$ cat src/rtl/sram_port_arbiter.sv
// rtl/sram_port_arbiter.sv - two-to-one inst/data arbiter onto a single SRAM-like port, one outstanding transaction
// Optional ARB_ROUND_ROBIN_EN: alternate grants on ties; otherwise data always wins ties.
module sram_port_arbiter #(
  parameter int ADDR_W = 32,
  parameter int DATA_W = 32
) (
  input  logic                clk,
  input  logic                resetn,

  input  logic                inst_req,
  input  logic                inst_wr,
  input  logic [1:0]          inst_size,
  input  logic [ADDR_W-1:0]   inst_addr,
  input  logic [DATA_W/8-1:0] inst_wstrb,
  input  logic [DATA_W-1:0]   inst_wdata,
  output logic                inst_addr_ok,
  output logic                inst_data_ok,
  output logic [DATA_W-1:0]   inst_rdata,

  input  logic                data_req,
  input  logic                data_wr,
  input  logic [1:0]          data_size,
  input  logic [ADDR_W-1:0]   data_addr,
  input  logic [DATA_W/8-1:0] data_wstrb,
  input  logic [DATA_W-1:0]   data_wdata,
  output logic                data_addr_ok,
  output logic                data_data_ok,
  output logic [DATA_W-1:0]   data_rdata,

  output logic                mem_req,
  output logic                mem_wr,
  output logic [1:0]          mem_size,
  output logic [ADDR_W-1:0]   mem_addr,
  output logic [DATA_W/8-1:0] mem_wstrb,
  output logic [DATA_W-1:0]   mem_wdata,
  input  logic                mem_addr_ok,
  input  logic                mem_data_ok,
  input  logic [DATA_W-1:0]   mem_rdata
);

  typedef enum logic [1:0] {IDLE, ADDR, DATA} state_t;

  state_t              state_q;
  logic                grant_q;
  logic                wr_q;
  logic [1:0]          size_q;
  logic [ADDR_W-1:0]   addr_q;
  logic [DATA_W/8-1:0] wstrb_q;
  logic [DATA_W-1:0]   wdata_q;

  logic                pick_data;
  logic                accept;
  logic                resp;
  logic                wr_d;
  logic [1:0]          size_d;
  logic [ADDR_W-1:0]   addr_d;
  logic [DATA_W/8-1:0] wstrb_d;
  logic [DATA_W-1:0]   wdata_d;

`ifdef ARB_ROUND_ROBIN_EN
  logic last_q;

  always_comb begin
    pick_data = data_req;
    if (inst_req && data_req) pick_data = ~last_q;
  end

  always_ff @(posedge clk or negedge resetn) begin
    if (!resetn)     last_q <= 1'b0;
    else if (accept) last_q <= pick_data;
  end
`else
  always_comb pick_data = data_req;
`endif

  // Gating with resetn keeps addr_ok low while reset is held, not just after it.
  assign accept       = resetn && (state_q == IDLE) && (inst_req || data_req);
  assign inst_addr_ok = accept && !pick_data;
  assign data_addr_ok = accept &&  pick_data;

  assign wr_d    = pick_data ? data_wr    : inst_wr;
  assign size_d  = pick_data ? data_size  : inst_size;
  assign addr_d  = pick_data ? data_addr  : inst_addr;
  assign wstrb_d = pick_data ? data_wstrb : inst_wstrb;
  assign wdata_d = pick_data ? data_wdata : inst_wdata;

  always_ff @(posedge clk or negedge resetn) begin
    if (!resetn) begin
      state_q <= IDLE;
      grant_q <= 1'b0;
      wr_q    <= 1'b0;
      size_q  <= '0;
      addr_q  <= '0;
      wstrb_q <= '0;
      wdata_q <= '0;
    end else begin
      case (state_q)
        IDLE: if (accept) begin
          state_q <= ADDR;
          grant_q <= pick_data;
          wr_q    <= wr_d;
          size_q  <= size_d;
          addr_q  <= addr_d;
          wstrb_q <= wstrb_d;
          wdata_q <= wdata_d;
        end
        ADDR:    if (mem_addr_ok) state_q <= DATA;
        DATA:    if (mem_data_ok) state_q <= IDLE;
        default: state_q <= IDLE;
      endcase
    end
  end

  assign mem_req   = (state_q == ADDR);
  assign mem_wr    = wr_q;
  assign mem_size  = size_q;
  assign mem_addr  = addr_q;
  assign mem_wstrb = wstrb_q;
  assign mem_wdata = wdata_q;

  // Stray mem_data_ok outside DATA never reaches a requester.
  assign resp         = (state_q == DATA) && mem_data_ok;
  assign inst_data_ok = resp && !grant_q;
  assign data_data_ok = resp &&  grant_q;
  assign inst_rdata   = mem_rdata;
  assign data_rdata   = mem_rdata;

endmodule

$ cat config.mk
export PLATFORM = sky130hd
export DESIGN_NAME = sram_port_arbiter
export DESIGN_NICKNAME = d
export VERILOG_FILES = /design/src/rtl/sram_port_arbiter.sv
export SDC_FILE = /design/constraint.sdc
export NUM_CORES = 1
export LEC_CHECK = 0
export ABC_CLOCK_PERIOD_IN_PS = 3700
export BUFFER_PORTS_ARGS = -buffer_cell sky130_fd_sc_hd__buf_2
export CAP_MARGIN = 10
export CORE_AREA = 2 2 125 127
export CTS_CLUSTER_DIAMETER = 30
export CTS_CLUSTER_SIZE = 24
export DETAILED_ROUTE_END_ITERATION = 10
export DIE_AREA = 0 0 127 129
export GPL_TIMING_DRIVEN = 0
export PLACE_DENSITY = 0.63
export SLEW_MARGIN = 40
export SYNTH_ARGS = -nofsm -noshare
export SYNTH_HDL_FRONTEND = slang
export SYNTH_SLANG_ARGS = --single-unit
$ cat constraint.sdc
create_clock -name clk -period 3.7 [get_ports clk]
set_input_delay 0.925 -clock clk [delete_from_list [all_inputs] [get_ports clk]]
set_output_delay 0.925 -clock clk [all_outputs]
set_load 0.05 [all_outputs]
==> reports/metrics.cfg <==
[placement]
place_area_um2 = 5830
dpl.hpwl_um = 9910
gp_congestion = 0.777
port_buffers = 287

[worst_setup_path]
rr_worst_depth = 4
reg2reg_setup_slack_ns = 2.01
crit_type = in -> out
crit_path_start_kind = input port
crit_arrival_ns = 2.44
required_ns = 2.77
critPathMaxFanout = 39
worst_setup_path_end_kind = primary output

[pwr]
powerDensity_nw_per_um2 = 870
ir_drop_mv = 0.456
power.leakage_nw = 3.16

[synthesis]
synth_edf_count = 0
netlist_area_um2 = 4140
ys.flop_type = dfrtp_1
syn_nets = 490
syn_avg_cell_area_um2 = 13.3
yosysTopAreaCellShare = 0.448
yosys-top-cells-area = dfrtp_1 (45%), mux2_2 (38%), buf_4 (12%)
ys_types = 16
synth_common_cells = mux2_2 (139), dfrtp_1 (74), buf_4 (65), buf_2 (9), buf_6 (5)
syn-instance-count = 310
yosysWarnings = 0
ys_seq_area_frac = 0.448
synth_top_cell_by_area = dfrtp_1
synth_seq_cells = 74
ys_async_sr_fraction = 1.00
synth_most_common_cell = mux2_2

[timing]
fin_skew_ns = 0.00416
rsz0062_at_grt = no
max_freq_mhz = 297
period_share = 0.909
slew_viol_final = 0
worstMarginPinSlew_ns = 0.570
final-setup-viol-count = 0
fin_crit_ns = 3.36
setup_tns_ns = 0
relSlewSlack = 0.620
finalHoldViolCount = 0

[die]
die_w_um = 127
initial_utilization = 0.276
io_pins = 320
dieHeight_um = 129
coreArea_um2 = 15000
die_area_um2 = 16400
core.rowCount = 45

[routing]
drcViolationCount = 0
wl_per_cell_um = 15.0
vias = 3405
drt_iter0_drc = 59
drt_pass1_iterations = 4
via_per_inst = 4.25
drtAntennaViolNets = 0
wl_um = 12000

[min_path]
hold_class = in -> async

[clock_network]
clk_pin_slew_ns = 0.06
post_cts_buffers = 0
root_buffer = clkbuf_16
cts_hold_buf = 0
clock_latency_ns = 0.33
cts_buffers = 9
cts_tree = built
cts.sinks = 74
htree_levels = 3
cts-resized-gates = 0
cts_buffer_depth = 2

[grt]
grt_pass1_wl_um = 18000
grt_max_degree = 40
grt_pass1_vias = 3601
antenna_found_initial = 1
gr-total-overflow = 0
track_usage = 0.144

[layout]
diodes = 0
fillers = 1438
layout-drive-gt1-share = 0.852
register_area_um2 = 1850
area_growth_pct = 49.3
multi_input_comb_area_um2 = 1680
finalNetCount = 789
fin_area_um2 = 6180

[flow_run]
cap_violations = 0

[run_status]
status = completed

==> metal layers <==
metal  up-vias  track usage  wire length, um
li1       1618            -                -
met1      1581        0.153             4170
met2       195        0.267             6480
met3        11       0.0420             1140
met4         0       0.0621              210
met5         -            0                0
==> worst max-delay path, stage by stage <==
cell	delay, ns
buf_6	0.30
nor4b_2	0.33
buf_4	0.29
buf_6	0.18
nor2b_1	0.13
buf_2	0.26
==> per-stage QoR <==
stage          setup slack (ns)  total power, mW  hold slack (ns)   util  instances
2_1_floorplan             0.465             3.67            0.496      -        310
3_3_place_gp             -0.855             4.38            0.468  0.388        785
3_5_place_dp              0.293             4.42            0.469  0.390        786
4_1_cts                   0.277             5.46            0.478  0.412        802
5_1_grt                   0.188             5.63            0.492  0.412        802
6_report                  0.338             5.37            0.480  0.412        802
==> area by class of cell <==
class                      count  area share
clock inverter                 7      0.0190
timing repair buffer         288       0.237
tap                          188      0.0381
multi-input combinational    154       0.273
inverter                       2     0.00122
buffer                        80      0.0960
clock buffer                   9      0.0365
sequential                    74       0.300
==> path summary, 6_finish.rpt <==
check,from,end
max in group asynchronous,resetn,mem_wdata[22]
min in group clk,mem_wdata[5],mem_wdata[5]
worst min-delay path,resetn,mem_addr[6]
worst max register to register,state_q[1],mem_wdata[11]
worst min register to register,mem_wdata[5],mem_wdata[5]
worst max-delay path,resetn,inst_addr_ok
==> registers in the layout (all words and copies together) (netlist names) <==
name       count
mem_addr      32
mem_wstrb      4
mem_wr         1
state_q        2
mem_size       2
mem_wdata     32
grant_q        1
==> report_power, final <==
group	switching [mW]	internal, mW	leakage [nW]
logic	2.09	0.854	2.12
clock network	0.342	0.658	0.169
registers	0.209	1.22	0.866
total	2.64	2.73	3.16
==> logic make-up (layout without fill, tap and decap cells) <==
logic type / count (synthesis) / in the layout / share of synthesized area
multiplexers: 143 / 143 / 0.389
buffers and inverters: 82 / 386 / 0.145
flip-flops: 74 / 74 / 0.448
AND/OR/NAND/NOR: 9 / 9 / 0.0139
AO/OA/AOI/OAI: 2 / 2 / 0.00393
==> cell usage in the layout (no fill, tap or decap) <==
cell / count
clkinv_4: 2
inv_1: 2
buf_12: 1
clkbuf_1: 1
a21o_1: 1
mux2_1: 4
nand2_1: 1
dfrtp_1: 74
nor2_1: 2
buf_4: 65
buf_2: 295
a22o_1: 1
bufinv_16: 3
buf_6: 6
clkinv_2: 2
and2_1: 1
mux2_2: 139
and3_1: 1
clkbuf_16: 9
nor2b_1: 3
nor4b_2: 1
(Power assumes the default switching activity.)
